--- src/rtl/obstacle_manager_pkg.sv ---
// Obstacle table types and playfield geometry shared by
// the obstacle manager, its interface and the renderer.
package obstacle_manager_pkg;
   localparam int NUM_OBSTACLES  = 10;
   localparam int SCREEN_WIDTH   = 1024;
   localparam int OBSTACLE_WIDTH = 64;
   localparam int LANE_HEIGHT    = 80;
   localparam int PLAYER_X       = 64;
   localparam int PLAYER_WIDTH   = 32;

   localparam logic [10:0] SPAWN_POS =
      11'(SCREEN_WIDTH + OBSTACLE_WIDTH);

   typedef struct packed {
      logic        active;
      logic [1:0]  lane;
      logic [10:0] position;
   } obstacle_t;

   function automatic logic in_player_zone(
      input logic [10:0] pos
   );
      return (pos > 11'(PLAYER_X)) &&
             ((pos - 11'(OBSTACLE_WIDTH)) <
              11'(PLAYER_X + PLAYER_WIDTH));
   endfunction
endpackage

--- src/rtl/obstacle_manager_if.sv ---
// Game-side signals of the obstacle manager: frame timing,
// player state in, obstacle table and score out.
interface obstacle_manager_if;
   import obstacle_manager_pkg::*;

   logic vsync;
   logic enable;
   logic [3:0] speed;
   logic [1:0] lane;
   logic jump;
   obstacle_t [NUM_OBSTACLES-1:0] obstacles;
   logic collision;
   logic [15:0] score;

   modport master (
      output vsync, enable, speed, lane, jump,
      input  obstacles, collision, score
   );

   modport slave (
      input  vsync, enable, speed, lane, jump,
      output obstacles, collision, score
   );
endinterface

--- src/rtl/obstacle_manager_lfsr16.sv ---
// 16-bit Galois LFSR (taps 16'hB400) advancing one step
// per asserted step_i; drives spawn lane and spawn delay.
module lfsr16 #(
   parameter logic [15:0] SEED = 16'hACE1
) (
   input  logic        clk_i,
   input  logic        rst_i,
   input  logic        step_i,
   output logic [15:0] state_o
);
   logic [15:0] state_q, state_d;

   always_comb begin
      state_d = state_q;
      if (step_i) begin
         state_d = {1'b0, state_q[15:1]} ^
                   (state_q[0] ? 16'hB400 : 16'h0000);
      end
   end

   always_ff @(posedge clk_i) begin
      if (rst_i) state_q <= SEED;
      else       state_q <= state_d;
   end

   assign state_o = state_q;
endmodule

--- src/rtl/obstacle_manager.sv ---
// Obstacle table sequencer: one sweep per frame tick that
// scrolls/retires each slot, then optionally spawns one.
module obstacle_manager
   import obstacle_manager_pkg::*;
#(
   parameter int          SPAWN_MIN_FRAMES = 20,
   parameter logic [15:0] LFSR_SEED        = 16'hACE1
) (
   input logic system_clock_in,
   input logic reset_in,
   obstacle_manager_if.slave bus
);
   typedef enum logic [1:0] {IDLE, MOVE, SPAWN} state_e;

   localparam logic [3:0] LAST = 4'(NUM_OBSTACLES - 1);

   state_e state_q, state_d;
   logic [3:0] idx_q, idx_d;
   obstacle_t [NUM_OBSTACLES-1:0] tbl_q, tbl_d;
   logic coll_q, coll_d;
   logic [15:0] score_q, score_d;
   logic [5:0] timer_q, timer_d;
   logic vsync_q;

   logic tick, go;
   logic [15:0] lfsr;
   logic [1:0] spawn_lane;
   logic [10:0] spd, newpos;
   obstacle_t cur;
   logic free_found;
   logic [3:0] free_idx;
   logic unused_lfsr;

   assign tick = vsync_q & ~bus.vsync;
   assign go = (state_q == IDLE) & tick &
               bus.enable & ~coll_q;
   assign spd = {7'b0, bus.speed};
   assign spawn_lane = (lfsr[1:0] == 2'd3) ? 2'd1
                                           : lfsr[1:0];
   assign unused_lfsr = ^{lfsr[15:8], lfsr[3:2]};

   lfsr16 #(.SEED(LFSR_SEED)) u_lfsr (
      .clk_i  (system_clock_in),
      .rst_i  (reset_in),
      .step_i (go),
      .state_o(lfsr)
   );

   always_comb begin
      free_found = 1'b0;
      free_idx = '0;
      for (int i = NUM_OBSTACLES - 1; i >= 0; i--) begin
         if (!tbl_q[i].active) begin
            free_found = 1'b1;
            free_idx = 4'(i);
         end
      end
   end

   always_comb begin
      state_d = state_q;
      idx_d = idx_q;
      tbl_d = tbl_q;
      coll_d = coll_q;
      score_d = score_q;
      timer_d = timer_q;
      cur = tbl_q[idx_q];
      newpos = cur.position - spd;
      unique case (state_q)
         IDLE: begin
            if (go) begin
               state_d = MOVE;
               idx_d = '0;
            end
         end
         MOVE: begin
            if (cur.active) begin
               if (cur.position <= spd) begin
                  tbl_d[idx_q].active = 1'b0;
                  tbl_d[idx_q].position = '0;
                  if (score_q != 16'hFFFF)
                     score_d = score_q + 16'd1;
               end else begin
                  tbl_d[idx_q].position = newpos;
                  if (cur.lane == bus.lane && !bus.jump &&
                      in_player_zone(newpos))
                     coll_d = 1'b1;
               end
            end
            if (idx_q == LAST) state_d = SPAWN;
            else               idx_d = idx_q + 4'd1;
         end
         SPAWN: begin
            timer_d = timer_q - 6'd1;
            // Reload even when full so a full table drops the spawn
            if (timer_q == 6'd1) begin
               timer_d = 6'(SPAWN_MIN_FRAMES) +
                         {2'b00, lfsr[7:4]};
               if (free_found) begin
                  tbl_d[free_idx].active = 1'b1;
                  tbl_d[free_idx].lane = spawn_lane;
                  tbl_d[free_idx].position = SPAWN_POS;
               end
            end
            state_d = IDLE;
         end
         default: state_d = IDLE;
      endcase
   end

   always_ff @(posedge system_clock_in) begin
      if (reset_in) begin
         state_q <= IDLE;
         idx_q <= '0;
         tbl_q <= '0;
         coll_q <= 1'b0;
         score_q <= '0;
         timer_q <= 6'(SPAWN_MIN_FRAMES);
         vsync_q <= 1'b1;
      end else begin
         state_q <= state_d;
         idx_q <= idx_d;
         tbl_q <= tbl_d;
         coll_q <= coll_d;
         score_q <= score_d;
         timer_q <= timer_d;
         vsync_q <= bus.vsync;
      end
   end

   assign bus.obstacles = tbl_q;
   assign bus.collision = coll_q;
   assign bus.score = score_q;
endmodule

--- src/flat_wrapper.sv ---
// flat-port wrapper written by rule: the top's interface ports become plain ports
module obstacle_manager_flat import obstacle_manager_pkg::*;
#(
   parameter int          SPAWN_MIN_FRAMES = 20,
   parameter logic [15:0] LFSR_SEED        = 16'hACE1
)
  (system_clock_in, reset_in, bus_vsync, bus_enable, bus_speed, bus_lane, bus_jump, bus_obstacles, bus_collision, bus_score);
  obstacle_manager_if bus_i ();
  input logic system_clock_in;
  input logic reset_in;
  input wire logic [$bits(bus_i.vsync)-1:0] bus_vsync;
  input wire logic [$bits(bus_i.enable)-1:0] bus_enable;
  input wire logic [$bits(bus_i.speed)-1:0] bus_speed;
  input wire logic [$bits(bus_i.lane)-1:0] bus_lane;
  input wire logic [$bits(bus_i.jump)-1:0] bus_jump;
  output wire logic [$bits(bus_i.obstacles)-1:0] bus_obstacles;
  output wire logic [$bits(bus_i.collision)-1:0] bus_collision;
  output wire logic [$bits(bus_i.score)-1:0] bus_score;
  assign bus_i.vsync = bus_vsync;
  assign bus_i.enable = bus_enable;
  assign bus_i.speed = bus_speed;
  assign bus_i.lane = bus_lane;
  assign bus_i.jump = bus_jump;
  assign bus_obstacles = bus_i.obstacles;
  assign bus_collision = bus_i.collision;
  assign bus_score = bus_i.score;
  obstacle_manager #(.SPAWN_MIN_FRAMES(SPAWN_MIN_FRAMES), .LFSR_SEED(LFSR_SEED)) u_core (.system_clock_in(system_clock_in), .reset_in(reset_in), .bus(bus_i));
endmodule
--- config.mk ---
export PLATFORM = sky130hd
export DESIGN_NAME = obstacle_manager_flat
export DESIGN_NICKNAME = d
export VERILOG_FILES = /design/src/rtl/obstacle_manager_pkg.sv /design/src/rtl/obstacle_manager_if.sv /design/src/rtl/obstacle_manager_lfsr16.sv /design/src/rtl/obstacle_manager.sv /design/src/flat_wrapper.sv
export SDC_FILE = /design/constraint.sdc
export NUM_CORES = 1
export LEC_CHECK = 0
export BUFFER_PORTS_ARGS = -buffer_cell sky130_fd_sc_hd__buf_4
export CELL_PAD_IN_SITES_DETAIL_PLACEMENT = 1
export CELL_PAD_IN_SITES_GLOBAL_PLACEMENT = 2
export CORE_MARGIN = 4
export CORE_UTILIZATION = 30
export CTS_CLUSTER_DIAMETER = 100
export DETAILED_ROUTE_END_ITERATION = 6
export PLACE_DENSITY_LB_ADDON = 0.12
export SETUP_SLACK_MARGIN = 0.02
export SLEW_MARGIN = 20
export SYNTH_ARGS = -nofsm -noshare
export SYNTH_HDL_FRONTEND = slang
export SYNTH_SLANG_ARGS = --single-unit
export TNS_END_PERCENT = 50
--- constraint.sdc ---
create_clock -name system_clock_in -period 4.9 [get_ports system_clock_in]
set_clock_uncertainty 0.2 [all_clocks]
set_input_delay 0.49 -clock system_clock_in [delete_from_list [all_inputs] [get_ports system_clock_in]]
set_output_delay 0.49 -clock system_clock_in [all_outputs]
set_load 0.02 [all_outputs]
==> impl_metrics.yaml <==
detailed_routing:
  ant_nets: 0
  drt-vias-per-instance: 5.318
  remaining_drc_errors: 0
  wirelength_mm: 32.80
  route.vias.total: 8099
  post_drt_wl_per_cell_um: 21.54
  detail_route.first_pass.iterations: 5
  drc_violation_total_after_the_first_tritonroute_iteration: 498
yosys:
  post_synth_main_area_contributors: "sky130_fd_sc_hd__dfxtp_1 42%, sky130_fd_sc_hd__a22oi_1 8.1%, sky130_fd_sc_hd__nor2_1 6.6%"
  prevailing_post_synth_register_cell: "sky130_fd_sc_hd__dfxtp_1"
  synth_area_per_cell_um2: 8.955
  synth_top_area_share_pct: 42.39
  synth-edff-count: 0
  yosys_register_bits: 186
  synthMostInstantiatedCell: "sky130_fd_sc_hd__dfxtp_1"
  yosysWarnings: 0
  async_flop_share_pct: 0
  synth_area_um2: 8785
  post_synthesis_cell_type_count: 74
  synth_fp_nets: 1006
  register_area_share_after_synthesis_pct: 42.39
  syn-instance-count: 981
  synth_top_cells_by_count: "186 x sky130_fd_sc_hd__dfxtp_1, 155 x sky130_fd_sc_hd__nor2_1, 95 x sky130_fd_sc_hd__a22oi_1"
  yosys.area.top_type: "sky130_fd_sc_hd__dfxtp_1"
floorplanning:
  core-area_um2: 28780
  dieHeight_um: 179.1
  initial_utilization_pct: 30.52
  num_io_pins: 168
  row_count: 62
  floorplan.die.width_um: 179.1
  die_area_um2: 32080
cts:
  tritoncts_clock_tree: "done"
  root_buffer: "sky130_fd_sc_hd__clkbuf_16"
  post-cts-setup-buffers: 0
  clock-sinks: 186
  cts.clk_slew.worst_paths_ns: 0.09
  cts_inserted_buffers: 17
  cts_max_level: 4
  ctsResizeCount: 0
  clk-insertion-delay-late_ns: 0.45
  hold_buffers: 0
  max_clock_buf_depth: 2
global_routing:
  initial_antenna_violation_count: 0
  first_global_vias: 8092
  globalRouteMet2Util_pct: 32.40
  grt_first_pass_wirelength_mm: 50.26
  global_route.peak_usage_layer: "met2"
  gr-usage-all-layers_pct: 20.34
  global_route.usage.met1_pct: 29.17
  largest_net_degree_at_the_start_of_global_routing: 76
  grtUsageMet3_pct: 3.374
  grt_remaining_overflow: 0
cells_and_area:
  final_net_count: 1151
  antennaDiodeCount: 0
  final_layout_size_suffix_gt1_share_pct: 24.67
  areaGrowthSynthToFinish_pct: 26.08
timing:
  setup_repair_after_global_routing_missed_its_margin: "no"
  finalSetupTns_ns: 0
  worst_slew_pin_slew_ns: 0.9994
  slew_headroom_pct: 32.76
  min_period_ns: 4.561
  final-hold-violation-count: 0
  finish_stage_setup_viols: 0
  hold_worst_slack_ns: 0.06587
  maxSlewViolCount: 0
  final.period_utilization_pct: 93.09
  timing.fmax_mhz: 219.2
pwr:
  p_per_area_nw_per_um2: 284.8
  maximum_vdd_drop_uv: 218.0
  leakage_uw: 0.004365
critical_path:
  timing.critical_path.fanout_max: 9
  critical_path.slowest_cell: "sky130_fd_sc_hd__mux4_2"
  regToRegEndpoint: "u_core.bus.collision$_SDFFE_PP0P_"
  rr_worst_depth: 15
  reg2reg_slack_ns: 0.34
  endpoint_kind: "flip-flop"
  timing.rr.start: "u_core.idx_q[0]$_SDFFE_PP0P_"
  required_ns: 5.03
  timing_worst_setup_path_type: "flip-flop to flip-flop"
  critical_path.startpoint_type: "flip-flop"
  arrival_time_of_data_at_the_critical_path_endpoint_ns: 4.69
  worst_path_largest_cell_delay_ns: 0.58
  crit_path_cell_trace: "buf_4 -> mux4_2 -> a2bb2oi_1 -> ha_1 -> inv_1 -> fa_1 -> a21o_1 -> a21oi_1 -> nand3_1 -> or2_1 -> xnor2_2 -> inv_1 -> ha_1 -> or4_1 -> a32o_1"
hold_path:
  min_to: "u_core.vsync_q$_SDFF_PP1_"
  hold_path_depth: 2
  min_from: "bus_vsync"
  hold_path_class: "input port to flip-flop"
outcome:
  run_status: "finished, final reports clean"
run:
  max_cap_violations: 0
place:
  dpl.hpwl_mm: 24.72
  placement.io_buffers: 167
  routability_congestion_estimate_from_global_placement: 0.8186
-- final cells by class --
cell class	instances	area (um^2)
timing repair buffer	196	1471
sequential	186	3726
tap	384	480.5
clock inverter	15	203.9
inverter	19	71.32
multi-input combinational	706	4697
clock buffer	17	425.4
fill	3343	17700
-- power breakdown --
part,internal [uW],total (uW),switching (uW)
clock,710,1480,772
sequential,1520,1530,11.7
combinational,44.1,141,96.9
total,2270,3150,881
-- registers in the layout, indices dropped and copies added (netlist names) --
signal	flops
u_core.state_q	2
u_core.u_lfsr.state_o	16
u_core.idx_q	4
u_core.bus.collision	1
u_core.bus.obstacles	140
u_core.timer_q	6
u_core.vsync_q	1
u_core.bus.score	16
-- routing by layer --
metal | routed length, um | vias up
met1 | 15870 | 4068
met3 | 1439 | 23
met2 | 15160 | 187
li1 | - | 3821
met5 | 0 | -
met4 | 325 | 0
-- cells in the final DEF (no fill, tap or decap), types with 3 or more instances in the layout --
cell,instances
sky130_fd_sc_hd__buf_4,196
sky130_fd_sc_hd__dfxtp_1,184
sky130_fd_sc_hd__nor2_1,155
sky130_fd_sc_hd__a22oi_1,95
sky130_fd_sc_hd__nand2_1,82
sky130_fd_sc_hd__a21oi_1,41
sky130_fd_sc_hd__mux2i_1,37
sky130_fd_sc_hd__nand3_1,22
sky130_fd_sc_hd__inv_1,19
sky130_fd_sc_hd__mux4_2,19
sky130_fd_sc_hd__nor3_1,18
sky130_fd_sc_hd__clkbuf_16,17
sky130_fd_sc_hd__xor2_1,16
sky130_fd_sc_hd__o21ai_0,15
sky130_fd_sc_hd__and2_1,15
sky130_fd_sc_hd__mux2_2,13
sky130_fd_sc_hd__o21ai_1,13
sky130_fd_sc_hd__ha_1,13
sky130_fd_sc_hd__o22ai_1,11
sky130_fd_sc_hd__and3_1,11
sky130_fd_sc_hd__nor2b_1,10
sky130_fd_sc_hd__nand4_1,10
sky130_fd_sc_hd__xnor2_1,9
sky130_fd_sc_hd__nand2b_1,6
sky130_fd_sc_hd__a31oi_1,6
sky130_fd_sc_hd__clkinv_8,6
sky130_fd_sc_hd__nor3_2,5
sky130_fd_sc_hd__nand3b_1,5
sky130_fd_sc_hd__a221o_1,4
sky130_fd_sc_hd__a211oi_1,4
sky130_fd_sc_hd__nor4_1,4
sky130_fd_sc_hd__nand4b_1,4
sky130_fd_sc_hd__o31a_1,3
sky130_fd_sc_hd__or4_1,3
sky130_fd_sc_hd__or3_1,3
sky130_fd_sc_hd__or2_2,3
sky130_fd_sc_hd__inv_6,3
sky130_fd_sc_hd__inv_12,3
-- worst max-delay path by stage --
| stage | startpoint | end | cells past startpoint |
|---|---|---|---|
| after floorplan | u_core.idx_q[0]$_SDFFE_PP0P_ | u_core.bus.collision$_SDFFE_PP0P_ | 19 |
| after global placement | u_core.idx_q[0]$_SDFFE_PP0P_ | u_core.bus.collision$_SDFFE_PP0P_ | 15 |
| after detailed placement | u_core.idx_q[0]$_SDFFE_PP0P_ | u_core.bus.collision$_SDFFE_PP0P_ | 15 |
| after CTS | u_core.idx_q[0]$_SDFFE_PP0P_ | u_core.bus.collision$_SDFFE_PP0P_ | 15 |
| after global routing | u_core.idx_q[0]$_SDFFE_PP0P_ | u_core.bus.collision$_SDFFE_PP0P_ | 16 |
| final | u_core.idx_q[0]$_SDFFE_PP0P_ | u_core.bus.collision$_SDFFE_PP0P_ | 15 |
-- critical path: cells and delay by family, from the launching register on --
family	cells	cell delay [ns]
AND/OR/NAND/NOR	3	0.94
multiplexers	1	0.58
AO/OA/AOI/OAI	4	0.82
flip-flops	1	0.51
XOR/XNOR	1	0.16
adder cells (fa/ha/maj)	3	0.82
buffers and inverters	3	0.40
-- cell families (layout without fill, tap and decap cells) --
family / after synthesis / in the layout / synth area share [%]
buf+inv: 89 / 247 / 4.444
mux: 71 / 71 / 11.05
flops: 186 / 186 / 42.39
xor+xnor: 28 / 28 / 2.877
compound gates: 219 / 219 / 17.01
simple gates: 374 / 374 / 20.15
fa+ha+maj: 14 / 14 / 2.080
-- through the flow --
stage	setup WS (ns)	utilization [%]	cells	power [uW]	area, um^2
after detailed placement	0.3739	36.27	1491	1709	10440
after CTS	0.3595	38.46	1523	3187	11070
after global routing	0.02965	38.48	1523	3268	11080
after global placement	0.4656	36.25	1491	1708	10430
after floorplan	0.06837	-	981	1658	8810
final	0.3388	38.48	1523	3154	11080
(Power assumes the default switching activity.)
